## config.mk

```make
export PLATFORM = sky130hd
export DESIGN_NAME = booth_controller
export DESIGN_NICKNAME = d
export VERILOG_FILES = /design/src/rtl/booth_pkg.sv /design/src/rtl/booth_controller.sv
export SDC_FILE = /design/constraint.sdc
export NUM_CORES = 1
export LEC_CHECK = 0
export BUFFER_PORTS_ARGS = -buffer_cell sky130_fd_sc_hd__clkbuf_2
export CELL_PAD_IN_SITES_DETAIL_PLACEMENT = 1
export CELL_PAD_IN_SITES_GLOBAL_PLACEMENT = 1
export CORE_AREA = 2 2 39 41
export CTS_BUF_LIST = sky130_fd_sc_hd__clkbuf_4
export CTS_CLUSTER_DIAMETER = 40
export CTS_CLUSTER_SIZE = 28
export DETAILED_ROUTE_END_ITERATION = 10
export DIE_AREA = 0 0 41 43
export GPL_TIMING_DRIVEN = 0
export PLACE_DENSITY_LB_ADDON = 0.15
export SETUP_SLACK_MARGIN = 0.4
export SYNTH_ARGS = -nofsm -noshare
export SYNTH_HDL_FRONTEND = slang
export SYNTH_SLANG_ARGS = --single-unit
```

## constraint.sdc

```tcl
create_clock -name clk -period 2.1 [get_ports clk]
set_input_delay 0.105 -clock clk [delete_from_list [all_inputs] [get_ports clk]]
set_output_delay 0.105 -clock clk [all_outputs]
set_load 0.1 [all_outputs]
```

## src/rtl/booth_pkg.sv

```systemverilog
// Shared types and constants for the radix-2 Booth multiplier controller.
// Latency: n/a (declarations only).
// Backpressure: n/a.
package booth_pkg;

  localparam int DEF_WIDTH = 16;
  localparam int DEF_CNT_W = 5;

  // Adder function select as seen by the datapath
  localparam logic ADDSUB_ADD = 1'b1;
  localparam logic ADDSUB_SUB = 1'b0;

  typedef enum logic [2:0] {
    IDLE  = 3'd0,
    LDM   = 3'd1,
    LDQ   = 3'd2,
    EVAL  = 3'd3,
    ADD   = 3'd4,
    SUB   = 3'd5,
    SHIFT = 3'd6,
    DONE  = 3'd7
  } state_t;

  // Every strobe the controller presents to the datapath, plus status
  typedef struct packed {
    logic load_a;
    logic load_q;
    logic load_m;
    logic clr_a;
    logic clr_ff;
    logic shft_a;
    logic shft_q;
    logic addsub;
    logic ld_cnt;
    logic decr;
    logic busy;
    logic done;
  } ctrl_t;

  // Moore output decode: strobes depend on the state alone
  function automatic ctrl_t ctrl_decode(input state_t s);
    ctrl_t c;
    c = '0;
    c.addsub = ADDSUB_ADD;
    case (s)
      LDM: begin
        c.load_m = 1'b1;
        c.clr_a  = 1'b1;
        c.clr_ff = 1'b1;
        c.ld_cnt = 1'b1;
        c.busy   = 1'b1;
      end
      LDQ: begin
        c.load_q = 1'b1;
        c.busy   = 1'b1;
      end
      EVAL: c.busy = 1'b1;
      ADD: begin
        c.load_a = 1'b1;
        c.busy   = 1'b1;
      end
      SUB: begin
        c.load_a = 1'b1;
        c.addsub = ADDSUB_SUB;
        c.busy   = 1'b1;
      end
      SHIFT: begin
        c.shft_a = 1'b1;
        c.shft_q = 1'b1;
        c.decr   = 1'b1;
        c.busy   = 1'b1;
      end
      DONE: c.done = 1'b1;
      default: c.addsub = ADDSUB_ADD;
    endcase
    return c;
  endfunction

endpackage

```

## src/rtl/booth_controller.sv

```systemverilog
// Sequencer for the 16-bit radix-2 Booth datapath: load M, load Q, then WIDTH evaluate/add-sub/shift rounds.
// Latency: 35..51 cycles from LDM entry to done; all outputs registered, no input-to-output paths.
// Backpressure: level handshake -- requester holds start until done, DONE is held while start stays high.
module booth_controller
  import booth_pkg::*;
#(
  parameter int WIDTH = DEF_WIDTH,
  parameter int CNT_W = DEF_CNT_W
) (
  input  logic clk,
  input  logic rst_n,
  input  logic start,
  input  logic q0,
  input  logic qm1,
  input  logic eqz,
  output logic loadA,
  output logic loadQ,
  output logic loadM,
  output logic clrA,
  output logic clrQ,
  output logic clrff,
  output logic shftA,
  output logic shftQ,
  output logic addsub,
  output logic ldcnt,
  output logic decr,
  output logic busy,
  output logic done
);

  // The datapath counter is loaded with WIDTH, so it must be able to hold it
  if ((2 ** CNT_W) <= WIDTH) begin : g_bad_cnt_w
    $error("booth_controller: CNT_W too small for WIDTH");
  end

  state_t state;
  ctrl_t  ctrl;

  function automatic state_t next_state(input state_t s, input logic st,
                                        input logic z, input logic b0, input logic bm1);
    state_t n;
    n = IDLE;
    case (s)
      IDLE:  n = st ? LDM : IDLE;
      LDM:   n = LDQ;
      LDQ:   n = EVAL;
      EVAL: begin
        if (z)                       n = DONE;
        else if ({b0, bm1} == 2'b01) n = ADD;
        else if ({b0, bm1} == 2'b10) n = SUB;
        else                         n = SHIFT;
      end
      ADD:   n = SHIFT;
      SUB:   n = SHIFT;
      SHIFT: n = EVAL;
      DONE:  n = st ? DONE : IDLE;
      default: n = IDLE;
    endcase
    return n;
  endfunction

  // State register; outputs are registered alongside it from the next-state decode
  always_ff @(posedge clk or negedge rst_n) begin
    if (!rst_n) begin
      state <= IDLE;
      ctrl  <= ctrl_decode(IDLE);
    end else begin
      state <= next_state(state, start, eqz, q0, qm1);
      ctrl  <= ctrl_decode(next_state(state, start, eqz, q0, qm1));
    end
  end

  assign loadA  = ctrl.load_a;
  assign loadQ  = ctrl.load_q;
  assign loadM  = ctrl.load_m;
  assign clrA   = ctrl.clr_a;
  assign clrQ   = 1'b0;          // Q is always fully overwritten in LDQ
  assign clrff  = ctrl.clr_ff;
  assign shftA  = ctrl.shft_a;
  assign shftQ  = ctrl.shft_q;
  assign addsub = ctrl.addsub;
  assign ldcnt  = ctrl.ld_cnt;
  assign decr   = ctrl.decr;
  assign busy   = ctrl.busy;
  assign done   = ctrl.done;

endmodule

```

==> flow_summary.ini <==
[run_status]
status = finished clean

[placed_design]
post-dp-hpwl_um = 762
dpl.cell_count = 75
place_congestion = 0.742
place.port_buffers = 17

[yosys]
synth_top_area_cell = dfrtp_1
syn_area_per_cell_um2 = 11.1
syn_area_um2 = 467
synth_top_area_share_pct = 48.3
synth-seq-area-share_pct = 53.9
yosysUniqueCellTypes = 22
netlist_top_cells_area = dfrtp_1, buf_4, dfstp_2
syn_nets = 49
ys_ff_latch = 10
syn_inst = 42
yosysWarnings = 0

[grt]
grtUsageTotal_pct = 12.2
antenna_found_initial = 0
grt_pass1_wl_um = 1410
overflow = 0
grt_pass1_vias = 357
grt_start_max_net_pins = 11

[worst_setup_path]
crit_path_end_kind = output pin
worstPathArrival_ns = 1.21
reg2reg_setup_slack_ns = 0.88
start_kind = register
worstReg2RegStart = state[2]$_DFF_PN0_
rr_worst_depth = 3
crit_path_max_fanout = 4
crit_type = reg2out
r2r-end = shftA$_DFF_PN0_
critical_path_required_ns = 2.00

[run]
max-cap-violations = 0

[clock_tree]
cts.reportedPaths.clkPinSlew_ns = 0.07
clk_latency_ns = 0.26
cts_tree = yes
clock_path_buffers = 2
cts_setup_buffers = 0
numCtsBuffers = 3
clockRootBuffer = clkbuf_4
clock_sinks = 10
ctsHoldBuffers = 1
cts_resized = 0
htreeDepth = 1

[timing]
setup_tns_ns = 0
fin_hold_ws_ns = 0.0792
fin_crit_ns = 1.32
tightest_slew_ns = 0.542
setup_violations = 0
period_share_pct = 62.7
slew_headroom_pct = 64.0
hold_violations = 0
fmax_ghz = 0.760
rsz0062_at_grt = false
slew_viol_final = 0
fin_skew_ns = 0.00807

[floorplan]
dieWidth_um = 41
ios = 19
initial_utilization_pct = 33.7
rows = 14
core_area_mm2 = 0.00138
fp.dieArea_mm2 = 0.00176
die_h_um = 43

[final_layout]
fin_cells = 80
layout.nets = 72
final_core_util_pct = 44.2
nFillCells = 175
area_growth_pct = 31.1
antenna_cells = 0
drive_above_1_share_pct = 50.0

[detailed_routing]
ant_nets = 0
drc = 0
vias = 372
drt_iter0_markers = 6
vias_per_cell = 4.65
dr.pass1.iters = 4
drt-total-wl_um = 887
wl_per_cell_um = 11.1

[worst_hold_path]
hold_depth = 2
whs_endpoint = loadA$_DFF_PN0_
hp-start = eqz
hp-class = in2reg
==> worst max path at each step <==
| stage | from | to | slack, ns |
|---|---|---|---|
| 5_1_grt | ldcnt$_DFF_PN0_ | ldcnt | 0.72 |
| 3_3_place_gp | state[2]$_DFF_PN0_ | shftA$_DFF_PN0_ | 0.89 |
| 6_report | ldcnt$_DFF_PN0_ | ldcnt | 0.78 |
| 2_1_floorplan | ldcnt$_DFF_PN0_ | clrff | 0.64 |
| 4_1_cts | ldcnt$_DFF_PN0_ | ldcnt | 0.77 |
| 3_5_place_dp | state[2]$_DFF_PN0_ | shftA$_DFF_PN0_ | 0.88 |
==> cells by family (layout without fill, tap and decap cells) <==
kind of cell	after synthesis	after routing	synth area share (%)
simple gates	13	13	17.7
buf+inv	10	32	14.5
compound gates	7	7	10.5
other cells	1	1	0.804
fa+ha+maj	1	1	2.68
flops	10	10	53.9
==> synthesized netlist by cell type <==
cell type / number
o21ai_2: 1
a311oi_1: 1
o2bb2ai_1: 1
nor4_2: 1
and2_1: 1
a211oi_1: 1
dfstp_2: 1
ha_1: 1
nor2b_1: 1
a21oi_1: 2
buf_6: 1
inv_1: 3
nand2b_1: 1
nand2_1: 2
nor2_1: 2
o21ai_0: 1
conb_1: 1
dfrtp_1: 9
nor3_1: 3
nor3b_1: 1
or4b_4: 1
buf_4: 6
==> worst max-delay path, stage by stage, from the launching register on <==
cell and delay (ns):
dfrtp_1 0.39, buf_4 0.12, clkbuf_2 0.44
==> state kept, by name (all words and copies together) (netlist names) <==
register	cells
shftA	1
state	3
loadQ	1
busy	1
loadA	1
ldcnt	1
addsub	1
done	1
==> cell type report <==
type | count | area, µm² | area share [%]
sequential | 10 | 251 | 41.1
multi-input combinational | 22 | 148 | 24.1
timing repair buffer | 18 | 95.1 | 15.5
buffer | 7 | 56.3 | 9.20
clock buffer | 4 | 30.0 | 4.91
tap | 16 | 20.0 | 3.27
inverter | 3 | 11.3 | 1.84
==> stage by stage <==
stage          instance area (µm²)  worst slack [ns]
2_1_floorplan                  467             0.638
4_1_cts                        612             0.768
6_report                       612             0.784
5_1_grt                        612             0.724
3_5_place_dp                   572             0.884
3_3_place_gp                   572             0.887
==> layer usage <==
layer / routed length, µm / vias to the layer above / track usage (%)
met5: 0 / - / 0
met4: 0 / 0 / 10.0
met3: 75 / 0 / 1.57
met2: 453 / 18 / 19.4
met1: 358 / 175 / 13.5
li1: - / 179 / -
==> cells in the final DEF (no fill, tap or decap), drive strengths merged, types with 2 or more instances in the layout <==
master and count:
a21oi 2, buf 7, clkbuf 21, dfrtp 9, inv 3, nand2 2, nor2 2, nor3 3
o21ai 2
Power is left out: the tool's default activity adds up to more than one toggle a clock period on the data nets, which glitch-free logic cannot reach.
